File: src/rtl/pl_id_ex_stage.sv
// ID/EX pipeline register with load-use hazard detection and a multi-cycle
// MDU hold sequencer that freezes the front end while an MDU op occupies EX.
module pl_id_ex_stage #(
  parameter int MDU_LATENCY = 4
) (
  input  logic        clk,
  input  logic        rst,
  input  logic        id_valid,
  input  logic        id_uses_rs,
  input  logic        id_uses_rt,
  input  logic [4:0]  id_rs,
  input  logic [4:0]  id_rt,
  input  logic [4:0]  id_rd,
  input  logic [31:0] id_rs_data,
  input  logic [31:0] id_rt_data,
  input  logic [31:0] id_imm,
  input  logic [31:0] id_pc,
  input  logic        id_reg_write,
  input  logic        id_mem_read,
  input  logic        id_mem_write,
  input  logic        id_mem_to_reg,
  input  logic        id_alu_src,
  input  logic        id_is_mdu,
  input  logic [3:0]  id_alu_op,
  input  logic        flush,
  output logic        ID_EX_valid,
  output logic [4:0]  ID_EX_rs,
  output logic [4:0]  ID_EX_rt,
  output logic [4:0]  ID_EX_rd,
  output logic [31:0] ID_EX_rs_data,
  output logic [31:0] ID_EX_rt_data,
  output logic [31:0] ID_EX_imm,
  output logic [31:0] ID_EX_pc,
  output logic        ID_EX_reg_write,
  output logic        ID_EX_mem_read,
  output logic        ID_EX_mem_write,
  output logic        ID_EX_mem_to_reg,
  output logic        ID_EX_alu_src,
  output logic [3:0]  ID_EX_alu_op,
  output logic        ID_EX_is_mdu,
  output logic        stall,
  output logic        ex_hold
);

  typedef struct packed {
    logic        valid;
    logic [4:0]  rs;
    logic [4:0]  rt;
    logic [4:0]  rd;
    logic [31:0] rs_data;
    logic [31:0] rt_data;
    logic [31:0] imm;
    logic [31:0] pc;
    logic        reg_write;
    logic        mem_read;
    logic        mem_write;
    logic        mem_to_reg;
    logic        alu_src;
    logic [3:0]  alu_op;
    logic        is_mdu;
  } ex_t;

  typedef enum logic {RUN, MDU_BUSY} state_t;
  typedef enum logic [1:0] {LD_LOAD, LD_HOLD, LD_BUBBLE} ld_t;

  // First RUN cycle with the op in EX already counts, hence LATENCY-2.
  localparam logic [3:0] CNT_INIT = 4'(MDU_LATENCY - 2);

  state_t     r_state, w_next_state;
  logic [3:0] r_cnt, w_next_cnt;
  ex_t        r_ex, w_id;
  ld_t        w_ld;
  logic       w_load_use;

  always_comb begin
    w_id            = '0;
    w_id.valid      = id_valid;
    w_id.rs_data    = id_rs_data;
    w_id.rt_data    = id_rt_data;
    w_id.imm        = id_imm;
    w_id.pc         = id_pc;
    if (id_valid) begin
      w_id.rs         = id_rs;
      w_id.rt         = id_rt;
      w_id.rd         = id_rd;
      w_id.reg_write  = id_reg_write;
      w_id.mem_read   = id_mem_read;
      w_id.mem_write  = id_mem_write;
      w_id.mem_to_reg = id_mem_to_reg;
      w_id.alu_src    = id_alu_src;
      w_id.alu_op     = id_alu_op;
      w_id.is_mdu     = id_is_mdu;
    end
  end

  assign w_load_use = r_ex.valid && r_ex.mem_read && (r_ex.rd != 5'd0) && id_valid &&
                      ((id_uses_rs && (id_rs == r_ex.rd)) ||
                       (id_uses_rt && (id_rt == r_ex.rd)));

  always_comb begin
    w_next_state = r_state;
    w_next_cnt   = r_cnt;
    w_ld         = LD_LOAD;
    stall        = 1'b0;
    ex_hold      = 1'b0;
    if (flush) begin
      w_ld         = LD_BUBBLE;
      w_next_state = RUN;
      w_next_cnt   = '0;
    end else begin
      case (r_state)
        RUN: begin
          if (r_ex.valid && r_ex.is_mdu) begin
            stall        = 1'b1;
            ex_hold      = 1'b1;
            w_next_state = MDU_BUSY;
            w_next_cnt   = CNT_INIT;
            w_ld         = LD_HOLD;
          end else if (w_load_use) begin
            stall = 1'b1;
            w_ld  = LD_BUBBLE;
          end
        end
        MDU_BUSY: begin
          if (r_cnt != 4'd0) begin
            stall      = 1'b1;
            ex_hold    = 1'b1;
            w_next_cnt = r_cnt - 4'd1;
            w_ld       = LD_HOLD;
          end else begin
            // Release cycle: EX takes the next instruction as in RUN.
            w_next_state = RUN;
            if (w_load_use) begin
              stall = 1'b1;
              w_ld  = LD_BUBBLE;
            end
          end
        end
        default: w_next_state = RUN;
      endcase
    end
  end

  always_ff @(posedge clk) begin
    if (rst) begin
      r_state <= RUN;
      r_cnt   <= '0;
      r_ex    <= '0;
    end else begin
      r_state <= w_next_state;
      r_cnt   <= w_next_cnt;
      if (w_ld == LD_LOAD)        r_ex <= w_id;
      else if (w_ld == LD_BUBBLE) r_ex <= '0;
    end
  end

  assign ID_EX_valid      = r_ex.valid;
  assign ID_EX_rs         = r_ex.rs;
  assign ID_EX_rt         = r_ex.rt;
  assign ID_EX_rd         = r_ex.rd;
  assign ID_EX_rs_data    = r_ex.rs_data;
  assign ID_EX_rt_data    = r_ex.rt_data;
  assign ID_EX_imm        = r_ex.imm;
  assign ID_EX_pc         = r_ex.pc;
  assign ID_EX_reg_write  = r_ex.reg_write;
  assign ID_EX_mem_read   = r_ex.mem_read;
  assign ID_EX_mem_write  = r_ex.mem_write;
  assign ID_EX_mem_to_reg = r_ex.mem_to_reg;
  assign ID_EX_alu_src    = r_ex.alu_src;
  assign ID_EX_alu_op     = r_ex.alu_op;
  assign ID_EX_is_mdu     = r_ex.is_mdu;

endmodule

File: config.mk
export PLATFORM = sky130hd
export DESIGN_NAME = pl_id_ex_stage
export DESIGN_NICKNAME = d
export VERILOG_FILES = /design/src/rtl/pl_id_ex_stage.sv
export SDC_FILE = /design/constraint.sdc
export NUM_CORES = 1
export LEC_CHECK = 0
export BUFFER_PORTS_ARGS = -buffer_cell sky130_fd_sc_hd__clkbuf_2
export CAP_MARGIN = 5
export CORE_ASPECT_RATIO = 1.1
export CORE_MARGIN = 4
export CORE_UTILIZATION = 38
export DETAILED_ROUTE_END_ITERATION = 12
export HOLD_SLACK_MARGIN = 0.03
export PLACE_DENSITY_LB_ADDON = 0.2
export SETUP_SLACK_MARGIN = 0.4
export SLEW_MARGIN = 20
export SYNTH_ARGS = -nofsm -noshare
export SYNTH_HDL_FRONTEND = slang
export SYNTH_SLANG_ARGS = --single-unit
File: constraint.sdc
create_clock -name clk -period 1.9 [get_ports clk]
set_input_delay 0 -clock clk [delete_from_list [all_inputs] [get_ports clk]]
set_output_delay 0 -clock clk [all_outputs]
set_load 0.03 [all_outputs]
Word level (Yosys, flattened, before mapping). Cells that the tools add are included.

Reductions and logical operators: 14. Eq/ne operators: 5. Add/subtract/negate cells: 1. Multiply operators: 0. Shift operators: 0. Bitwise operators: 1. Magnitude comparators: 0. Divide/modulo/power cells: 0. Muxes and demuxes: 21.

Operators with widths (count): two-way mux 154 bit (2); two-way mux 15 bit (1); equality test 5 bit (2); two-way mux 10 bit (1); two-way mux 2 bit (4); two-way mux 4 bit (2); one-hot mux 4 bit (2 select lines) (1); logical AND 1 bit (7); two-way mux 1 bit (7); nonzero test 5 bit (1); one-hot mux 1 bit (2 select lines) (2); one-hot mux 2 bit (2 select lines) (1); nonzero test 4 bit (1); subtractor 4 x 1 -> 4 bit, second input constant (1); equality test 2 bit, second input constant (1); logical NOT 2 bit (1); != test 2 x 1 -> 1 bit, second input constant (1); != test 2 bit, second input constant (1); AND reduction 2 bit (1); nonzero test 2 bit (1); OR reduction 2 bit (1); logical OR 1 bit (1); NOT 1 bit (1).

Logic and storage cells: 59. Memories: 0. Bits in read-only memories: 0. Bits of input ports: 159. Register bits: 159. Bits in latches: 0. Memory bits (writable): 0. Output and inout bits: 156.

Logic depth before layout (Yosys ltp). Gate-level depths: netlist of run 1.

Depth after elaboration: 11. Gate-level depth with buffers: 9.

Worst setup path after synthesis of run 1. No wires, ideal clock.

Path type: flip-flop to flip-flop. Start: register r_ex, in the netlist ID_EX_rd[1]. End: register r_ex, in the netlist ID_EX_imm[10]. Stages on the path, launching flop included: 9. Library setup time: 0.117 ns. Arrival: 1.769 ns. Setup slack: 0.014 ns. Cells stage by stage: dfxtp_1 -> xnor2_1 -> nand4_1 -> o22ai_1 -> a211oi_2 -> buf_4 -> buf_8 -> buf_8 -> a22o_1.

Word-level cells in the longest chain between the ends: 10. Elaborated cells between the ends (all ways): 18.

RTL lines: start: declaration (RTL line 71) `ex_t r_ex, w_id;`; start signal: assignment (RTL line 152) `if (w_ld == LD_LOAD) r_ex <= w_id;`; equality test 5 bit (tied with other cells) (RTL line 97) `((id_uses_rs && (id_rs == r_ex.rd)) ||`; logical AND 1 bit, on equally long branches (RTL line 97, 96, 98); logical OR 1 bit / logical AND 1 bit (equally long branches) (RTL line 97, 96); logical AND 1 bit (*) (RTL line 96) `assign w_load_use = r_ex.valid && r_ex.mem_read && (r_ex.rd != 5'd0) && id_valid &&`; two-way mux 2 bit (*) (RTL line 119, 133); two-way mux 2 bit, on equally long branches (RTL line 125, 113); one-hot mux 2 bit (2 select lines) (*) (RTL line 111) `case (r_state)`; two-way mux 2 bit (*) (RTL line 106) `if (flush) begin`; equality test 2 bit / logical NOT 2 bit (equally long branches) (RTL line 153, 152); nonzero test 2 bit (no source line) / two-way mux 154 bit (equally long branches).

Mark *: on every way between the ends. The rest lies on a longest branch, timed or not. A chain may end at the register's enable or synchronous reset.

Final worst setup path of run 1.
Start: register r_cnt[1]. End: register r_ex, in the netlist ID_EX_imm[13].

Word-level cells in the longest chain between the ends: 6. Elaborated cells between the ends (all ways): 8.

RTL lines: start: declaration (RTL line 70) `logic [3:0] r_cnt, w_next_cnt;`; start signal: assignment (RTL line 151) `r_cnt <= w_next_cnt;`; nonzero test 4 bit (*) (RTL line 125) `if (r_cnt != 4'd0) begin`; two-way mux 2 bit (*) (RTL line 125); one-hot mux 2 bit (2 select lines) (*) (RTL line 111); two-way mux 2 bit (*) (RTL line 106); equality test 2 bit / logical NOT 2 bit (equally long branches) (RTL line 153, 152); nonzero test 2 bit (no source line) / two-way mux 154 bit (equally long branches).

Marks and branches as above.

==> metrics.log, run 1 <==
INFO  metric outcome = complete, but fails checks
INFO  metric failing_checks = setup timing
INFO  metric cts-htree-levels = 4
INFO  metric seq_area_frac_synth = 0.6234
INFO  metric drt-pass1-iter-count = 5
INFO  metric maxClockFrequency = 0.4848 GHz
INFO  metric slew_viol_final = 0
INFO  metric hpwlAfterDp = 11,540 um
INFO  metric worst-slew-pin-transition = 0.3702 ns
INFO  metric setup_total_negative_slack = -17.72 ns
INFO  metric layout_commonest_cell = clkbuf_2
INFO  metric final_cell_utilization_of_the_core = 0.7911
INFO  metric clk_path_buf_depth = 2
INFO  metric num-nets-final = 1,085
INFO  metric core.rowCount = 44
INFO  metric syn-instance-count = 395
INFO  metric floorplan.core_area = 13,160 um^2
INFO  metric required = 2.25 ns
INFO  metric synth.distinct_cells = 28
INFO  metric finalWorstSetupSlack = -0.1629 ns
INFO  metric die_width = 118.5 um
INFO  metric synth-xor-area-share = 0.02058
INFO  metric remaining_routing_drc_violations = 0
INFO  metric timing.final.hold_violations = 0
INFO  metric cts_tree = done
INFO  metric numPortBuffers = 314
INFO  metric synthToLayoutAreaGrowth = 103.8%
INFO  metric grt_use_met2 = 0.5023
INFO  metric fin_cells = 1,096
INFO  metric p_total = 8.442 mW
INFO  metric die_area = 15,360 um^2
INFO  metric syn_area = 5106 um^2
INFO  metric insertedDiodeCount = 0
INFO  metric io-pin-count = 315
INFO  metric final_layout_size_suffix_gt1_frac = 0.4727
INFO  metric cts_made_buffers = 17
INFO  metric layout_min_cycle_time = 2.063 ns
INFO  metric grt_usage = 0.2782
INFO  metric filler_instances = 770
INFO  metric ir_drop = 0.0005617 V
INFO  metric layout.cells.most_common_list = clkbuf_2, dlygate4sd3_1, dfxtp_1
INFO  metric grt_busiest_layer = met2
INFO  metric synth_area_in_compound_gates = 0.2820
INFO  metric die_height = 129.6 um
INFO  metric number_of_antenna_violations_at_the_first_check_in_global_routing = 0
INFO  metric clkTransAtPathRegs = 0.06 ns
INFO  metric synthesis.yosys.warnings = 0
INFO  metric post_synth_fa_ha_maj_area_fraction = 0.004901
INFO  metric holdWs = 0.1314 ns
INFO  metric grt_max_degree = 31
INFO  metric synth_top_family_by_area = compound AO/OA/AOI/OAI gates
INFO  metric path_max_fanout = 7
INFO  metric post_drt_via_cell_ratio = 5.316
INFO  metric post_synth_mux_area_share = 0
INFO  metric p_leak = 4.875 nW
INFO  metric initial_core_util = 0.3881
INFO  metric number_of_global_route_vias_before_repair = 6,064
INFO  metric crit_path_start_kind = flop
INFO  metric slew_headroom = 0.7526
INFO  metric synthesis.nets = 556
INFO  metric vias = 5,826
INFO  metric cap_violations = 0
INFO  metric setup-violations-final = 157
INFO  metric synth_area_per_cell = 12.93 um^2
INFO  metric pwr_density_cell = 811.1 nW/um^2
INFO  metric place.gp.congestion = 0.8374
INFO  metric insertion_delay = 0.42 ns
INFO  metric route.detailed.wl_per_inst = 20.90 um
INFO  metric drtAntennaViolNets = 0
INFO  metric timing.clock.skew = 0.006355 ns
INFO  metric cts_root_buffer = clkbuf_16
INFO  metric synth_seq_cells = 159
INFO  metric min-delay-path-class = input pin to flop
INFO  metric placed_cells = 852
INFO  metric synth-simple-area-share = 0.02034
INFO  metric final.period_utilization = 1.086
INFO  metric timing.critical_path.arrival = 2.41 ns
INFO  metric routed_wl = 22,900 um
INFO  metric grt_setup_unrepaired = true
INFO  metric reg2reg_slack = -0.16 ns
INFO  metric grt_use_met3 = 0.07289
INFO  metric gr-usage-met1 = 0.3036
INFO  metric drt_iter0_drc = 260
INFO  metric clkSinkCount = 159
INFO  metric class_of_the_most_critical_setup_path = flop to flop
INFO  metric endpoint_kind = flop
INFO  metric gr-total-overflow = 0
INFO  metric grt_first_pass_wirelength = 33,090 um
[report_power, final]
group | total [mW] | switching [mW] | internal, mW
Clock | 3.62 | 1.30 | 2.32
Sequential | 3.55 | 0.0842 | 3.46
Combinational | 1.27 | 0.595 | 0.678
Total | 8.44 | 1.98 | 6.46
[path summary, 6_finish.rpt]
| path | to | from | cells after the start |
|---|---|---|---|
| min reg2reg | ID_EX_alu_src | ID_EX_alu_src | 1 |
| max reg2reg | ID_EX_imm[13] | r_cnt[1] | 9 |
| max | ID_EX_imm[13] | r_cnt[1] | 9 |
| min | r_cnt[2] | rst | 4 |
[layout make-up]
| cell class | count | area [um^2] | share of cell area |
|---|---|---|---|
| clock inverter | 6 | 130.1 | 0.01250 |
| inverter | 2 | 7.507 | 0.0007212 |
| multi-input combinational | 198 | 1765 | 0.1696 |
| timing repair buffer | 546 | 4621 | 0.4439 |
| tap | 161 | 201.4 | 0.01935 |
| clock buffer | 24 | 491.7 | 0.04724 |
| sequential | 159 | 3192 | 0.3066 |
[critical path: stages, from the launching register on]
cell      delay, ns
dfxtp_2        0.33
inv_2          0.07
ha_4           0.12
or3b_4         0.38
a21bo_4        0.24
a211oi_4       0.20
buf_6          0.19
buf_12         0.14
buf_12         0.12
a22o_1         0.18
[Yosys cell counts]
master	n	share of area
dfxtp_1	159	0.62
a22o_1	129	0.22
a32o_1	25	0.049
buf_2	16	0.016
clkbuf_1	11	0.0081
xnor2_1	11	0.019
buf_8	7	0.021
nor2_1	7	0.0051
nand2_1	4	0.0029
a21oi_1	3	0.0029
buf_1	2	0.0015
ha_1	2	0.0049
inv_1	2	0.0015
nand3_1	2	0.0020
nand4_1	2	0.0024
a211oi_2	1	0.0024
a21bo_2	1	0.0020
a21boi_1	1	0.0015
a311oi_1	1	0.0017
buf_4	1	0.0015
nand2b_1	1	0.0012
nand3b_1	1	0.0015
nor3_1	1	0.00098
nor4_1	1	0.0012
o22ai_1	1	0.0012
or2_2	1	0.0012
or3b_1	1	0.0017
xor2_1	1	0.0017
[cells by family after synthesis]
group | Yosys count
buffers and inverters | 39
DFF | 159
adders and majority gates | 2
xor gates and xnor gates | 12
and+or+nand+nor | 21
AOI/OAI and AO/OA | 162
[metal layers]
layer	share of wire	vias up
met1	0.37	2802
met3	0.079	59
li1	-	2612
met5	0	-
met4	0.035	0
met2	0.52	353
[what timing repair did]
item                                   CTS  global route
hold buffers                           154             0
buffers inserted                        22             5
cloned                                  24             9
gates resized for setup                 42            10
pin swaps                               19            43
setup endpoints to repair              161           161
endpoints found under the hold margin  155             0
[stage by stage]
step	setup slack (ns)	instance area, um^2
floorplan	0.05137	5141
global route	-0.2086	10410
finish	-0.1629	10410
CTS	-0.1340	10120
global placement	0.01338	6940
detailed placement	-0.03872	6940
Power figures use the tool's default switching activity.
==> inputs of run 2 (changes only) <==
Settings changed: BUFFER_PORTS_ARGS -buffer_cell sky130_fd_sc_hd__clkbuf_2 to -buffer_cell sky130_fd_sc_hd__buf_2.
==> run 2 against run 1 <==
The run still ends with setup timing left. Hold slack better by 0.0062 ns. Clock-buffer cell count is 1 lower. Via count is 2.5% lower. Critical path type unchanged. Highest routed layer unchanged.
==> metrics.log, run 2 (same netlist as run 1, synthesis figures left out) <==
INFO  metric slew_viol_final = 0
INFO  metric p_leak = 4.751 nW
INFO  metric top_signal_layer_used = met4
INFO  metric fin_cells = 1,086
INFO  metric final_cell_utilization_of_the_core = 0.7615
INFO  metric cts_root_buffer = clkbuf_16
INFO  metric post_drt_via_cell_ratio = 5.233
INFO  metric outcome = complete, but fails checks
INFO  metric num-nets-final = 1,074
INFO  metric drt_iter0_drc = 331
INFO  metric timing.final.hold_violations = 0
INFO  metric path_max_fanout = 6
INFO  metric clk_path_buf_depth = 2
INFO  metric grt_usage = 0.2687
INFO  metric dr_wl_met2 = 11,440 um
INFO  metric pwr_density_cell = 795.5 nW/um^2
INFO  metric class_of_the_most_critical_setup_path = flop to flop
INFO  metric number_of_global_route_vias_before_repair = 6,007
INFO  metric route.detailed.wl_per_inst = 20.21 um
INFO  metric timing.critical_path.from = r_cnt[1]
INFO  metric maxClockFrequency = 0.4797 GHz
INFO  metric worst-slew-pin-transition = 0.4781 ns
INFO  metric vias = 5,683
INFO  metric grt_max_degree = 39
INFO  metric timing.critical_path.arrival = 2.44 ns
INFO  metric min_from = rst
INFO  metric remaining_routing_drc_violations = 0
INFO  metric clkTransAtPathRegs = 0.06 ns
INFO  metric cts-htree-levels = 4
INFO  metric finalWorstSetupSlack = -0.1847 ns
INFO  metric drtAntennaViolNets = 0
INFO  metric layout_min_cycle_time = 2.085 ns
INFO  metric grt_setup_unrepaired = true
INFO  metric placed_cells = 850
INFO  metric failing_checks = setup timing
INFO  metric io-pin-count = 315
INFO  metric crit_path_start_kind = flop
INFO  metric required = 2.25 ns
INFO  metric initial_core_util = 0.3881
INFO  metric min-delay-path-class = input pin to flop
INFO  metric gr-total-overflow = 0
INFO  metric filler_instances = 813
INFO  metric hpwlAfterDp = 11,450 um
INFO  metric number_of_antenna_violations_at_the_first_check_in_global_routing = 0
INFO  metric synthToLayoutAreaGrowth = 96.23%
INFO  metric setup-violations-final = 158
INFO  metric cts_tree = done
INFO  metric cts_made_buffers = 17
INFO  metric grt_first_pass_wirelength = 32,220 um
INFO  metric die_height = 129.6 um
INFO  metric routed_wl = 21,950 um
INFO  metric numPortBuffers = 314
INFO  metric die_width = 118.5 um
INFO  metric drt-pass1-iter-count = 4
INFO  metric ir_drop = 0.0005161 V
INFO  metric final_layout_size_suffix_gt1_frac = 0.4675
INFO  metric final.period_utilization = 1.097
INFO  metric timing.clock.skew = 0.008871 ns
INFO  metric clkSinkCount = 159
INFO  metric insertion_delay = 0.41 ns
INFO  metric layout_commonest_cell = buf_2
INFO  metric layout.cells.most_common_list = buf_2, dlygate4sd3_1, dfxtp_1
INFO  metric regToRegStartpoint = r_cnt[1]
INFO  metric floorplan.core_area = 13,160 um^2
INFO  metric routedLengthMet1 = 7924 um
INFO  metric met3RoutedLength = 1959 um
INFO  metric slew_headroom = 0.6813
INFO  metric place.gp.congestion = 0.8462
INFO  metric die_area = 15,360 um^2
INFO  metric cap_violations = 0
INFO  metric core.rowCount = 44
INFO  metric endpoint_kind = flop
-- run 2: cell count changes in the layout (fill, tap and decap cells not counted), moves of 2 or more --
cell        delta
buf_2        +312
clkbuf_2     -312
bufbuf_16      -6
buf_6          +3
bufinv_16      -3
diode_2        +3
buf_12         -2
buf_16         -2
clkbuf_16      -2
clkbuf_8       -2
clkinvlp_4     +2
nor2_1         +2
nor2_2         -2
-- run 2: final timing paths --
path	slack, ns	depth (start not counted)	end
worst min-delay path	0.14	4	r_cnt[3]
worst max register to register	-0.18	9	ID_EX_imm[8]
worst min register to register	0.46	1	ID_EX_rt[0]
worst max-delay path	-0.18	9	ID_EX_imm[8]
-- run 2: critical path, stage by stage (launching register included) --
cell and delay (ns):
dfxtp_2 0.32, inv_2 0.08, ha_4 0.12, or3b_4 0.38, a21bo_4 0.24, a211oi_4 0.25, buf_6 0.24, buf_12 0.13
clkbuf_16 0.13, a22o_1 0.13
-- run 2: timing repair --
action,4_1_cts,5_1_grt
hold buffers,154,0
endpoints found under the setup margin,161,161
gates cloned,14,6
pin swaps,23,37
gates resized for setup,49,7
endpoints found under the hold margin,155,0
setup buffers,28,3
-- run 2: where the power goes --
group	leakage (nW)	total, mW	switching [mW]	internal, mW
Clock	0.263	3.19	1.28	1.91
Combinational	3.18	1.24	0.586	0.653
Sequential	1.31	3.54	0.0795	3.46
-- run 2: final cells by class --
| cell class | instances | area [um^2] | share of cell area |
|---|---|---|---|
| Antenna cell | 3 | 7.507 | 0.0007493 |
| Clock buffer | 23 | 488.0 | 0.04870 |
| Clock inverter | 5 | 58.81 | 0.005869 |
| Inverter | 2 | 7.507 | 0.0007493 |
| Multi-Input combinational cell | 197 | 1770 | 0.1767 |
| Sequential cell | 159 | 3192 | 0.3186 |
| Tap cell | 161 | 201.4 | 0.02010 |
| Timing Repair Buffer | 536 | 4294 | 0.4286 |
-- run 2: metal layers --
| layer | up-vias | global-route usage |
|---|---|---|
| met1 | 2720 | 0.2866 |
| met2 | 336 | 0.4873 |
| met5 | - | 0 |
| met4 | 0 | 0.1057 |
| li1 | 2576 | - |
| met3 | 51 | 0.09690 |
-- run 2: metrics by stage --
step | hold WS (ns) | cell area (um^2) | power [mW] | setup TNS, ns | setup slack [ns]
2_1_floorplan | 0.1118 | 5141 | 4.065 | 0 | 0.05137
3_3_place_gp | 0.2155 | 6900 | 4.404 | 0 | 0.008065
3_5_place_dp | 0.2194 | 6900 | 4.413 | -5.982 | -0.08571
4_1_cts | 0.09154 | 9796 | 7.959 | -18.84 | -0.1771
5_1_grt | 0.1435 | 10010 | 8.224 | -29.52 | -0.2541
6_report | 0.1376 | 10020 | 7.971 | -18.12 | -0.1847
==> inputs of run 3 (changes only) <==
==> constraint.sdc (replaced) <==
create_clock -name clk -period 1.9 [get_ports clk]
set_input_delay 0 -clock clk [delete_from_list [all_inputs] [get_ports clk]]
set_output_delay 0 -clock clk [all_outputs]
set_load 0.1 [all_outputs]
==> run 3 against run 2 <==
First-iteration DRC count increased by 9.7%. Global-route usage decreased by 0.49 points. The flow still finishes with violations (setup timing). Largest cell class unchanged. Wire length shrank 3.5%. Sequential cell count did not move. Critical endpoint is now ID_EX_imm[16]. Clock-buffer cell count shrank 1. Final cell count is 0.74% lower. Sequential share of layout area up 0.65 points. Die area stayed put. Via count down 1.7%. Hold slack lost 0.052 ns.
==> metrics.log, run 3 (same netlist as run 1, synthesis figures left out) <==
INFO  metric clk_path_buf_depth = 2
INFO  metric io-pin-count = 315
INFO  metric power.sequential.fraction = 0.399
INFO  metric timing.clock.skew = 0.01371 ns
INFO  metric layout_commonest_cell = buf_2
INFO  metric num-nets-final = 1,064
INFO  metric die_height = 129.6 um
INFO  metric hpwlAfterDp = 11,180 um
INFO  metric die_width = 118.5 um
INFO  metric clkSinkCount = 159
INFO  metric number_of_antenna_violations_at_the_first_check_in_global_routing = 1
INFO  metric area.sequential = 3213 um^2
INFO  metric route.detailed.wl_per_inst = 19.64 um
INFO  metric clkTransAtPathRegs = 0.06 ns
INFO  metric p_leak = 4.704 nW
INFO  metric timing.final.hold_violations = 0
INFO  metric initial_core_util = 0.3881
INFO  metric sum_of_buffers_and_inverters_on_the_critical_path = 5
INFO  metric p_total = 8.858 mW
INFO  metric setup_total_negative_slack = -12.94 ns
INFO  metric min-delay-path-class = input pin to flop
INFO  metric cts_tree = done
INFO  metric worst_path_max_delay_cell = or3b_4
INFO  metric filler_instances = 820
INFO  metric clkPwrFrac = 0.386
INFO  metric sw_frac_of_total = 0.2989
INFO  metric power.combinational.fraction = 0.215
INFO  metric number_of_global_route_vias_before_repair = 5,941
INFO  metric worst-slew-pin-transition = 0.5354 ns
INFO  metric layout.cells.most_common_list = buf_2, dlygate4sd3_1, dfxtp_1
INFO  metric grt_max_degree = 36
INFO  metric p_sw = 2.648 mW
INFO  metric endpoint_kind = flop
INFO  metric multi_input_area = 1752 um^2
INFO  metric postLayoutCellArea = 9886 um^2
INFO  metric critical_path.cell_chain = inv_2 > ha_1 > or3b_4 > a21bo_4 > a211oi_4 > buf_6 > buf_6 > buf_6 > buf_16 > a22o_1
INFO  metric required = 2.25 ns
INFO  metric post_drt_via_cell_ratio = 5.180
INFO  metric crit_path_max_incr_delay = 0.38 ns
INFO  metric core.rowCount = 44
INFO  metric pwr_density_cell = 896.1 nW/um^2
INFO  metric dp_slack = -0.1165 ns
INFO  metric setup-violations-final = 150
INFO  metric die_area = 15,360 um^2
INFO  metric cts_root_buffer = clkbuf_16
INFO  metric floorplan.core_area = 13,160 um^2
INFO  metric finalWorstSetupSlack = -0.1387 ns
INFO  metric final.period_utilization = 1.073
INFO  metric synthToLayoutAreaGrowth = 93.60%
INFO  metric placedInstanceArea = 6930 um^2
INFO  metric drt-pass1-iter-count = 7
INFO  metric class_of_the_most_critical_setup_path = flop to flop
INFO  metric holdWs = 0.08557 ns
INFO  metric placed_cells = 852
INFO  metric ir_drop = 0.0006322 V
INFO  metric intPower = 6.210 mW
INFO  metric place.gp.congestion = 0.7628
INFO  metric grt_first_pass_wirelength = 31,940 um
INFO  metric gr-total-overflow = 0
INFO  metric drt_iter0_drc = 363
INFO  metric remaining_routing_drc_violations = 0
INFO  metric outcome = complete, but fails checks
INFO  metric cpMostUsedCell = buf_6
INFO  metric grt_usage = 0.2639
INFO  metric fin_cells = 1,078
INFO  metric timing.critical_path.arrival = 2.39 ns
INFO  metric routed_wl = 21,170 um
INFO  metric crit_family = compound AO/OA/AOI/OAI gates
INFO  metric drtAntennaViolNets = 0
INFO  metric slew_viol_final = 0
INFO  metric crit_path_start_kind = flop
INFO  metric cap_violations = 0
INFO  metric cts_made_buffers = 17
INFO  metric layout_min_cycle_time = 2.039 ns
INFO  metric insertion_delay = 0.42 ns
INFO  metric final_layout_size_suffix_gt1_frac = 0.4640
INFO  metric grt_setup_unrepaired = true
INFO  metric maxClockFrequency = 0.4905 GHz
INFO  metric cts-htree-levels = 4
INFO  metric slew_headroom = 0.6455
INFO  metric failing_checks = setup timing
INFO  metric final_cell_utilization_of_the_core = 0.7513
INFO  metric numPortBuffers = 314
INFO  metric path_max_fanout = 5
INFO  metric vias = 5,584
-- run 3: changes by cell type in the layout (fill, tap and decap cells not counted), moves of 3 or more --
cell	change
dfxtp_1	-3
buf_6	-4
clkbuf_8	-3
dfxtp_2	-4
dfxtp_4	+7
-- run 3: cell type report --
class                   instances  area share
clock inverters                10     0.01380
flip-flops and latches        159      0.3250
repair buffers                526      0.4167
well taps                     161     0.02038
multi-input cells             197      0.1772
clock buffers                  22     0.04594
diodes                          1   0.0002531
inverters                       2   0.0007594
-- run 3: final timing paths --
kind | startpoint | end | slack (ns) | cells past startpoint
worst max register to register | r_cnt[0] | ID_EX_imm[16] | -0.14 | 10
worst min register to register | ID_EX_alu_op[2] | ID_EX_alu_op[2] | 0.47 | 1
worst min-delay path | rst | r_cnt[2] | 0.09 | 4
worst max-delay path | r_cnt[0] | ID_EX_imm[16] | -0.14 | 10
-- run 3: worst min-delay path, cell delays in order --
cell	delay (ns)
buf_2	0.07
or2_2	0.18
nand2b_1	0.15
nor2_1	0.05
-- run 3: what timing repair did --
action / CTS / global route
hold buffers: 154 / 0
setup buffers: 19 / 2
gates resized for setup: 45 / 9
pin swaps: 34 / 33
setup endpoints to repair: 161 / 161
cloned: 14 / 4
endpoints found under the hold margin: 155 / 0
-- run 3: power by group through the flow --
stage | Clock [mW] | Combinational (mW) | Sequential, mW
after floorplan | 0 | 0.217 | 4.50
after global placement | 0 | 1.46 | 3.60
after detailed placement | 0 | 1.47 | 3.59
after CTS | 3.46 | 1.84 | 3.53
after global routing | 3.60 | 1.97 | 3.55
final | 3.42 | 1.91 | 3.53
-- run 3: routing by layer --
layer / GRT usage / share of wire
met4: 0.09543 / 0.024
met3: 0.08337 / 0.081
met2: 0.4843 / 0.52
met1: 0.2874 / 0.38
met5: 0 / 0
